[config.mk]
export PLATFORM = sky130hd
export DESIGN_NAME = intpol2_d4_job_sched
export DESIGN_NICKNAME = d
export VERILOG_FILES = /design/src/rtl/intpol2_d4_job_sched.sv
export SDC_FILE = /design/constraint.sdc
export NUM_CORES = 1
export LEC_CHECK = 0
export ABC_AREA = 0
export BUFFER_PORTS_ARGS = -buffer_cell sky130_fd_sc_hd__buf_4
export CORE_MARGIN = 1
export CORE_UTILIZATION = 40
export DETAILED_ROUTE_END_ITERATION = 10
export GPL_TIMING_DRIVEN = 0
export MAX_ROUTING_LAYER = met4
export PLACE_DENSITY = 0.65
export SLEW_MARGIN = 20
export SYNTH_ARGS = -nofsm -noshare
export SYNTH_HDL_FRONTEND = slang
export SYNTH_SLANG_ARGS = --single-unit
[constraint.sdc]
create_clock -name clk -period 3.7 [get_ports clk]
set_input_delay 0.74 -clock clk [delete_from_list [all_inputs] [get_ports clk]]
set_output_delay 0.74 -clock clk [all_outputs]
set_load 0.02 [all_outputs]
[src/rtl/intpol2_d4_job_sched.sv]
// ---------------------------------------------------------------------------
// intpol2_d4_job_sched
//
// Shares one intpol2_D4 interpolator core between two requesters. Pending
// requests are arbitrated round-robin. The winner's job configuration is
// latched and driven to the core, and the core is launched with a one-cycle
// start pulse. A watchdog then tracks the core's busy/done handshake, and a
// completion or timeout pulse is returned to the requester that owns the job.
//
// Ports
//   clk, rst              clock, synchronous active-high reset
//   req[1:0]              per-requester job request (level, held until ack)
//   ilen0/1, mode0/1,
//   bypass0/1             per-requester job configuration
//   ack[1:0]              one-cycle pulse: job accepted from requester i
//   done_o[1:0]           one-cycle pulse: job of requester i completed
//   err_o[1:0]            one-cycle pulse: job of requester i timed out
//   tmo_cycles            watchdog limit in cycles, 0 disables the watchdog
//   core_start            one-cycle start pulse to the core
//   core_ilen/mode/bypass latched job configuration driven to the core
//   core_busy, core_done  handshake from the core
//   owner                 requester owning the current job (valid while busy)
//   sched_busy            high in every state except IDLE
//   job_cnt               completed-job counter (done and zero-length jobs)
// ---------------------------------------------------------------------------
module intpol2_d4_job_sched #(
  parameter int DATA_WIDTH = 32,
  parameter int TMO_W      = 16
) (
  input  logic                  clk,
  input  logic                  rst,
  input  logic [1:0]            req,
  input  logic [DATA_WIDTH:0]   ilen0,
  input  logic [DATA_WIDTH:0]   ilen1,
  input  logic                  mode0,
  input  logic                  mode1,
  input  logic                  bypass0,
  input  logic                  bypass1,
  output logic [1:0]            ack,
  output logic [1:0]            done_o,
  output logic [1:0]            err_o,
  input  logic [TMO_W-1:0]      tmo_cycles,
  output logic                  core_start,
  output logic [DATA_WIDTH:0]   core_ilen,
  output logic                  core_mode,
  output logic                  core_bypass,
  input  logic                  core_busy,
  input  logic                  core_done,
  output logic                  owner,
  output logic                  sched_busy,
  output logic [15:0]           job_cnt
);

  localparam logic [2:0] ST_IDLE      = 3'd0;
  localparam logic [2:0] ST_LAUNCH    = 3'd1;
  localparam logic [2:0] ST_WAIT_BUSY = 3'd2;
  localparam logic [2:0] ST_RUN       = 3'd3;
  localparam logic [2:0] ST_FINISH    = 3'd4;
  localparam logic [2:0] ST_ABORT     = 3'd5;

  logic [2:0]          state_q,      state_d;
  logic [1:0]          ack_q,        ack_d;
  logic [1:0]          done_q,       done_d;
  logic [1:0]          err_q,        err_d;
  logic                start_q,      start_d;
  logic [DATA_WIDTH:0] ilen_q,       ilen_d;
  logic                mode_q,       mode_d;
  logic                bypass_q,     bypass_d;
  logic                owner_q,      owner_d;
  logic                sched_busy_q, sched_busy_d;
  logic [15:0]         job_cnt_q,    job_cnt_d;
  logic [TMO_W-1:0]    timer_q,      timer_d;
  logic                last_q,       last_d;

  logic                win;
  logic [DATA_WIDTH:0] win_ilen;
  logic [TMO_W-1:0]    timer_inc;
  logic                tmo_hit;

  always_comb begin
    // NOTE: every signal written here gets a default first, so no path
    // through the case statement can leave one unassigned and infer a latch.
    state_d   = state_q;
    ack_d     = '0;
    done_d    = '0;
    err_d     = '0;
    start_d   = 1'b0;
    ilen_d    = ilen_q;
    mode_d    = mode_q;
    bypass_d  = bypass_q;
    owner_d   = owner_q;
    job_cnt_d = job_cnt_q;
    timer_d   = timer_q;
    last_d    = last_q;

    // On a tie the requester that did not win last time is served.
    win      = (req == 2'b11) ? ~last_q : req[1];
    win_ilen = win ? ilen1 : ilen0;

    // The timer value including the current cycle is compared, so a limit of
    // N produces err_o N+1 cycles after the start pulse. It saturates.
    timer_inc = (&timer_q) ? timer_q : timer_q + TMO_W'(1);
    tmo_hit   = (tmo_cycles != '0) && (timer_inc >= tmo_cycles);

    case (state_q)
      ST_IDLE: begin
        if (req != 2'b00) begin
          owner_d    = win;
          last_d     = win;
          ilen_d     = win_ilen;
          mode_d     = win ? mode1 : mode0;
          bypass_d   = win ? bypass1 : bypass0;
          ack_d[win] = 1'b1;
          start_d    = (win_ilen != '0);
          state_d    = ST_LAUNCH;
        end
      end
      ST_LAUNCH: begin
        timer_d = '0;
        if (ilen_q == '0) begin
          // Zero-length job: the core is never started, report completion.
          done_d[owner_q] = 1'b1;
          job_cnt_d       = job_cnt_q + 16'd1;
          state_d         = ST_FINISH;
        end else begin
          state_d = ST_WAIT_BUSY;
        end
      end
      ST_WAIT_BUSY, ST_RUN: begin
        timer_d = timer_inc;
        // done beats a simultaneous timeout; a timeout beats busy so the
        // abort latency does not depend on when the core raised busy.
        if (core_done) begin
          done_d[owner_q] = 1'b1;
          job_cnt_d       = job_cnt_q + 16'd1;
          state_d         = ST_FINISH;
        end else if (tmo_hit) begin
          err_d[owner_q] = 1'b1;
          state_d        = ST_ABORT;
        end else if (state_q == ST_WAIT_BUSY && core_busy) begin
          state_d = ST_RUN;
        end
      end
      ST_FINISH: state_d = ST_IDLE;
      ST_ABORT:  state_d = ST_IDLE;
      default:   state_d = ST_IDLE;
    endcase

    sched_busy_d = (state_d != ST_IDLE);
  end

  always_ff @(posedge clk) begin
    if (rst) begin
      state_q      <= ST_IDLE;
      ack_q        <= '0;
      done_q       <= '0;
      err_q        <= '0;
      start_q      <= 1'b0;
      ilen_q       <= '0;
      mode_q       <= 1'b0;
      bypass_q     <= 1'b0;
      owner_q      <= 1'b0;
      sched_busy_q <= 1'b0;
      job_cnt_q    <= '0;
      timer_q      <= '0;
      last_q       <= 1'b1;
    end else begin
      // NOTE: non-blocking assignments so every flop samples the values from
      // before this edge, independent of statement order.
      state_q      <= state_d;
      ack_q        <= ack_d;
      done_q       <= done_d;
      err_q        <= err_d;
      start_q      <= start_d;
      ilen_q       <= ilen_d;
      mode_q       <= mode_d;
      bypass_q     <= bypass_d;
      owner_q      <= owner_d;
      sched_busy_q <= sched_busy_d;
      job_cnt_q    <= job_cnt_d;
      timer_q      <= timer_d;
      last_q       <= last_d;
    end
  end

  assign ack         = ack_q;
  assign done_o      = done_q;
  assign err_o       = err_q;
  assign core_start  = start_q;
  assign core_ilen   = ilen_q;
  assign core_mode   = mode_q;
  assign core_bypass = bypass_q;
  assign owner       = owner_q;
  assign sched_busy  = sched_busy_q;
  assign job_cnt     = job_cnt_q;

endmodule
Word-level counts from Yosys, hierarchy flattened
Index checks and enable logic that the tools add are counted.
{"block": "totals", "reg_bits": 80, "latch_bits": 0, "mem_bits_rw": 0, "romBits": 0, "wordCells": 70, "mem_count": 0}
{"block": "classes", "n_addsub": 2, "mul": 0, "n_div": 0, "magnitude_cmp": 5, "eq_ne": 6, "n_shift": 0, "muxes": 22, "n_bitwise": 5, "n_reduce_logical": 17}
{"operator": "$pmux W16 S2", "count": 2}
{"operator": "$mux W16", "count": 3}
{"operator": "$logic_not A33 Y1", "count": 1}
{"operator": "$mux W33", "count": 1}
{"operator": "$reduce_bool A33 Y1", "count": 1}
{"operator": "$add A16 B1 Y16 const B", "count": 2}
{"operator": "$ge A16 B16 Y1", "count": 1}
{"operator": "$reduce_and A16 Y1", "count": 1}
{"operator": "$reduce_bool A16 Y1", "count": 1}
{"operator": "$mux W3", "count": 5}
{"operator": "$pmux W3 S3", "count": 1}
{"operator": "$eq A3 B2 Y1 const B", "count": 2}
{"operator": "$mux W1", "count": 5}
{"operator": "$not A1 Y1", "count": 5}
{"operator": "$logic_and A1 B1 Y1", "count": 4}
{"operator": "$lt A1 B2 Y1 const B", "count": 2}
{"operator": "$mux W2", "count": 2}
{"operator": "$ne A2 B2 Y1 const B", "count": 2}
{"operator": "$pmux W2 S2", "count": 1}
{"operator": "$reduce_bool A2 Y1", "count": 2}
{"operator": "$reduce_or A4 Y1", "count": 1}
{"operator": "$eq A3 B1 Y1 const B", "count": 1}
{"operator": "$logic_not A3 Y1", "count": 1}
{"operator": "$reduce_and A3 Y1", "count": 1}
{"operator": "7 further kinds", "count": 9}

Longest topological paths before layout
{"block": "depth", "word_depth": 8, "depth_mapped": 12, "depth_no_buf": 12}

Worst setup path before layout
Ideal clock, no wire load.
{"block": "synth_path", "path_type": "register to register", "start": "reg timer_q[4]", "end": "reg state_q[0]", "setup_ns": 0.139, "arrival_ns": 2.948, "setup_slack_ns": 0.613, "path_stages_with_launch": 12, "path_buffers": 0, "cell_sequence": "dfxtp_1 > nand4_2 > or4_4 > o21ai_2 > nor2_1 > xor2_1 > ha_1 > a21o_1 > a211oi_1 > o31ai_1 > a211oi_1 > o21ai_0"}
{"block": "synth_via", "elab_chain_len": 7, "elab_cells_between_ends": 8}
{"item": "start: declaration", "line_no": "72", "rtl": "logic [TMO_W-1:0] timer_q, timer_d;"}
{"item": "start signal: assignment", "line_no": "181", "rtl": "timer_q <= timer_d;"}
{"item": "$add A16 B1 Y16 or $reduce_and A16 Y1 (tied branches)", "line_no": "102", "rtl": "timer_inc = (&timer_q) ? timer_q : timer_q + TMO_W'(1);"}
{"item": "$mux W16 *", "line_no": "102"}
{"item": "$ge A16 B16 Y1 *", "line_no": "103", "rtl": "tmo_hit = (tmo_cycles != '0) && (timer_inc >= tmo_cycles);"}
{"item": "$logic_and A1 B1 Y1 *", "line_no": "103"}
{"item": "$mux W3 *", "line_no": "137", "rtl": "end else if (tmo_hit) begin"}
{"item": "$mux W3 *", "line_no": "133", "rtl": "if (core_done) begin"}
{"item": "$pmux W3 S3 *", "line_no": "105", "rtl": "case (state_q)"}
{"item": "end signal: assignment", "line_no": "170", "rtl": "state_q <= state_d;"}
{"item": "end: declaration", "line_no": "61", "rtl": "logic [2:0] state_q, state_d;"}
Every way passes the cells marked *; elsewhere a longest branch is shown, timed or not.
A chain may end at the register's enable or synchronous reset.

Worst setup path after layout
{"block": "layout_path", "start": "reg timer_q[4]", "end": "reg state_q[2]"}
The elaborated chain is that of the path after synthesis.

==> results.txt <==
----------------------------------------------------
[Placed design]
  Post-DP HPWL ... 11740 µm
  Area of placed instances ... between 0.006 and 0.007 mm²
  Number of input and output port buffers inserted ... 150
  Cell total after placement ... approximately 840
  RD Place Congestion ... just under 0.9
  Setup WS pre-CTS ... -0.01913 ns

[Synth]
  Gate count of the mapped netlist ... roughly 540
  Post-synthesis cell type with the largest combined area ... sky130_fd_sc_hd__dfxtp_1
  Number of flip-flops and latches in the synthesized netlist ... 80
  Area share of the largest cell type after synthesis ... 0.3409
  Top FF cell, synth ... sky130_fd_sc_hd__dfxtp_1
  Post-synthesis instance area ... about 0.0047 mm²
  Total of warnings raised by yosys ... 0
  Post-synthesis area per instance ... roughly 8.6 µm²
  Ranking of synthesized cells by area ... sky130_fd_sc_hd__dfxtp_1 34%, sky130_fd_sc_hd__mux2i_1 7.5%, sky130_fd_sc_hd__a211oi_1 6.4%, sky130_fd_sc_hd__nor2_1 5.2%, sky130_fd_sc_hd__ha_1 4.8%
  Sequential element share of the synthesized area ... 0.3409
  Post-synth EDFFs ... 0
  Cell variety after synth ... between 60 and 70
  Post-synth ARST share ... 0
  Total nets after synthesis ... 654

[Power]
  Combinational power share ... 0.236
  Power per unit of standard cell area ... 428.8 mW/mm²
  Register share of total power ... 0.376
  Clock power frac ... 0.388
  Switching power of the nets ... around 0.83 mW
  Leakage power ... about 2.7 nW
  Switching fraction of total power ... 0.3044
  Worst IR Drop VDD ... 0.2935 mV
  Internal power component ... 1.901 mW

[STA]
  Maximum clock rate ... roughly 300 MHz
  Max Clock Skew ... roughly 0.009 ns
  Relative max-transition margin ... 0.5153
  RSZ-0062 raised after global routing ... false
  Final worst slack ... about 0.34 ns
  Post-route clock period utilization ... 0.9075
  Post-layout min period ... 3.358 ns
  Number of hold-slack violations in the final timing report ... 0
  Slew Limit Fails ... 0
  Transition time at the pin with the least slew margin ... ~0.73 ns
  Hold WS ... 0.4741 ns
  Final setup viols ... 0

[Clock tree]
  Clock sink total ... 80
  Clock root buffer ... sky130_fd_sc_hd__clkbuf_16
  Clock tree from TritonCTS ... yes
  Number of H-tree levels ... 3
  Maximum buffer depth of the clock tree ... 2
  Number of buffers created by CTS ... 9
  Clk_lat worst skew ... between 0.3 and 0.4 ns
  Worst-path clk slew ... approximately 0.07 ns
  Hold_buf cts ... 0

[Floorplanning]
  Total number of placement rows ... 39
  Core footprint ... 0.01142 mm²
  Area enclosed by the die boundary ... 0.01218 mm²
  Overall die height ... roughly 110 µm
  Starting density of the core ... 0.4115
  Top-Level Pins ... 152
  Die Width ... between 100 and 150 µm

[Worst setup path]
  Crit Path Class ... flip-flop to flip-flop
  Launch point of the critical path ... timer_q[4]
  Critical path capture point type ... flip-flop
  Type of element launching the critical path ... flip-flop
  CP arrival ... roughly 3.6 ns
  Source of the worst register-to-register timing path ... timer_q[4]
  Data required time of the critical path ... 3.91 ns
  Maximum fanout encountered on the critical timing path ... 7

[Finish]
  Net count reported at finish ... ~800
  Share of the core filled with cells ... 0.5582
  Synthesis-to-layout area growth ... 35.66%
  Count of fill cells added during filler insertion ... roughly 1100
  Layout cells sized above 1 ... 0.2841
  Most frequent cells in the layout ... 152 x sky130_fd_sc_hd__buf_4, 80 x sky130_fd_sc_hd__dfxtp_1, 65 x sky130_fd_sc_hd__nor2_1
  Final Instance Area ... 0.006374 mm²
  Commonest non-fill, non-tap cell in the layout ... sky130_fd_sc_hd__buf_4
  Final antenna diode count ... 0
  Final instance count without filler cells ... ~850

[GRT]
  Largest net degree at the start of global routing ... 15
  GR Util All Layers ... 0.2659
  Vias in the first global route ... around 4700
  Wire length of the first global-routing pass ... 23800 µm
  Number of antenna violations at the first check in global routing ... 0
  Remaining Overflow, GRT ... 0

[Hold path]
  Origin of the worst min-delay path ... last_q
  Path category of the worst min-delay check ... flip-flop to flip-flop

[Route]
  Detailed-route via count ... 4829
  Number of routed nets with antenna violations ... 0
  Final routed wire length divided by cell count ... between 15 and 20 µm
  Total wire length ... around 15000 µm
  Drt first-iter violations ... 210
  Vias per std cell ... ~5.7
  DRC violation count after routing ... 0
  Detailed-router iteration count before antenna repair ... 4

[Job]
  Number of max-capacitance violations reported ... 0

[Status]
  Status ... completed

----------------------------------------------------
## area by class of cell
class,count,area [µm²],share of cell area
multi-input combinational,412,2892,0.4537
sequential,80,1602,0.2513
timing repair buffer,151,1134,0.1779
clock buffer,10,239.0,0.03750
tap,143,178.9,0.02807
buffer,31,136.4,0.02140
clock inverter,6,113.9,0.01786
inverter,21,78.83,0.01237
## layer usage
metal,routed length (µm),vias up,global-route usage
li1,-,2359,-
met1,6742,2281,0.3295
met2,7233,172,0.4268
met3,870,17,0.05879
met4,205,0,0.09023
met5,0,-,-
## registers in the layout, summed over array words and instances (netlist names)
register,cells
core_bypass,1
core_ilen,33
ack,2
done_o,2
owner,1
core_mode,1
sched_busy,1
timer_q,16
last_q,1
err_o,2
core_start,1
state_q,3
job_cnt,16
## synthesized netlist by cell type, drive strengths merged (2+ instances only)
cell,instances
nand2,23
o211ai,2
a21boi,3
or3b,2
mux2,16
o21ai,13
mux2i,35
xnor2,5
ha,18
o311a,2
and3,4
a22o,4
nand2b,4
nor4,35
a21o,6
and4,3
or2,4
and2,4
buf,9
xor2,6
nor3,14
dfxtp,80
o31ai,2
a21oi,23
o21a,5
clkbuf,22
o21bai,3
nand3,14
nor3b,3
nor4b,2
nor2b,14
nand4,15
a211oi,40
or4,6
nor2,65
inv,21
## cells by family after synthesis
group                    after synthesis  share of synthesized area
buffers and inverters                 52                    0.04581
multiplexers                          51                     0.1129
AO/OA/AOI/OAI                        117                     0.1864
XOR/XNOR                              11                    0.02051
AND/OR/NAND/NOR                      215                     0.2455
flip-flops                            80                     0.3409
adder cells (fa/ha/maj)               18                    0.04794
## timing repair
action / 4_1_cts / 5_1_grt
gates cloned: 0 / 0
pin swaps: 0 / 2
endpoints found under the setup margin: 1 / 4
resized for setup: 1 / 0
buffers inserted: 0 / 1
## path summary, 6_finish.rpt
check / endpoint / cells after the start / slack (ns)
min: last_q / 1 / 0.47
max reg2reg: state_q[2] / 12 / 0.34
min reg2reg: last_q / 1 / 0.47
max: state_q[2] / 12 / 0.34
## through the flow
stage / total power, mW / setup TNS (ns)
2_1_floorplan: 1.377 / 0
3_3_place_gp: 1.679 / 0
3_5_place_dp: 1.687 / -0.01913
4_1_cts: 2.745 / 0
5_1_grt: 2.850 / 0
6_report: 2.733 / 0
## worst max-delay path, cell delays in order, from the launching register on
cell and delay [ns]:
sky130_fd_sc_hd__dfxtp_1 0.45, sky130_fd_sc_hd__nand4_2 0.27, sky130_fd_sc_hd__or4_4 0.61, sky130_fd_sc_hd__o21ai_2 0.30
sky130_fd_sc_hd__nor2_1 0.12, sky130_fd_sc_hd__xor2_1 0.16, sky130_fd_sc_hd__ha_1 0.30, sky130_fd_sc_hd__a21o_1 0.18
sky130_fd_sc_hd__a211oi_1 0.23, sky130_fd_sc_hd__o31ai_1 0.13, sky130_fd_sc_hd__a211oi_2 0.23, sky130_fd_sc_hd__buf_4 0.17
sky130_fd_sc_hd__o32ai_1 0.08
## power by group through the flow
| stage | Sequential [mW] | Combinational [mW] | Clock [mW] |
|---|---|---|---|
| 2_1_floorplan | 1.10 | 0.279 | 0 |
| 3_5_place_dp | 1.04 | 0.644 | 0 |
| 4_1_cts | 1.03 | 0.646 | 1.07 |
| 6_report | 1.03 | 0.644 | 1.06 |
| 3_3_place_gp | 1.04 | 0.635 | 0 |
| 5_1_grt | 1.04 | 0.699 | 1.11 |
Power figures use the tool's default switching activity.
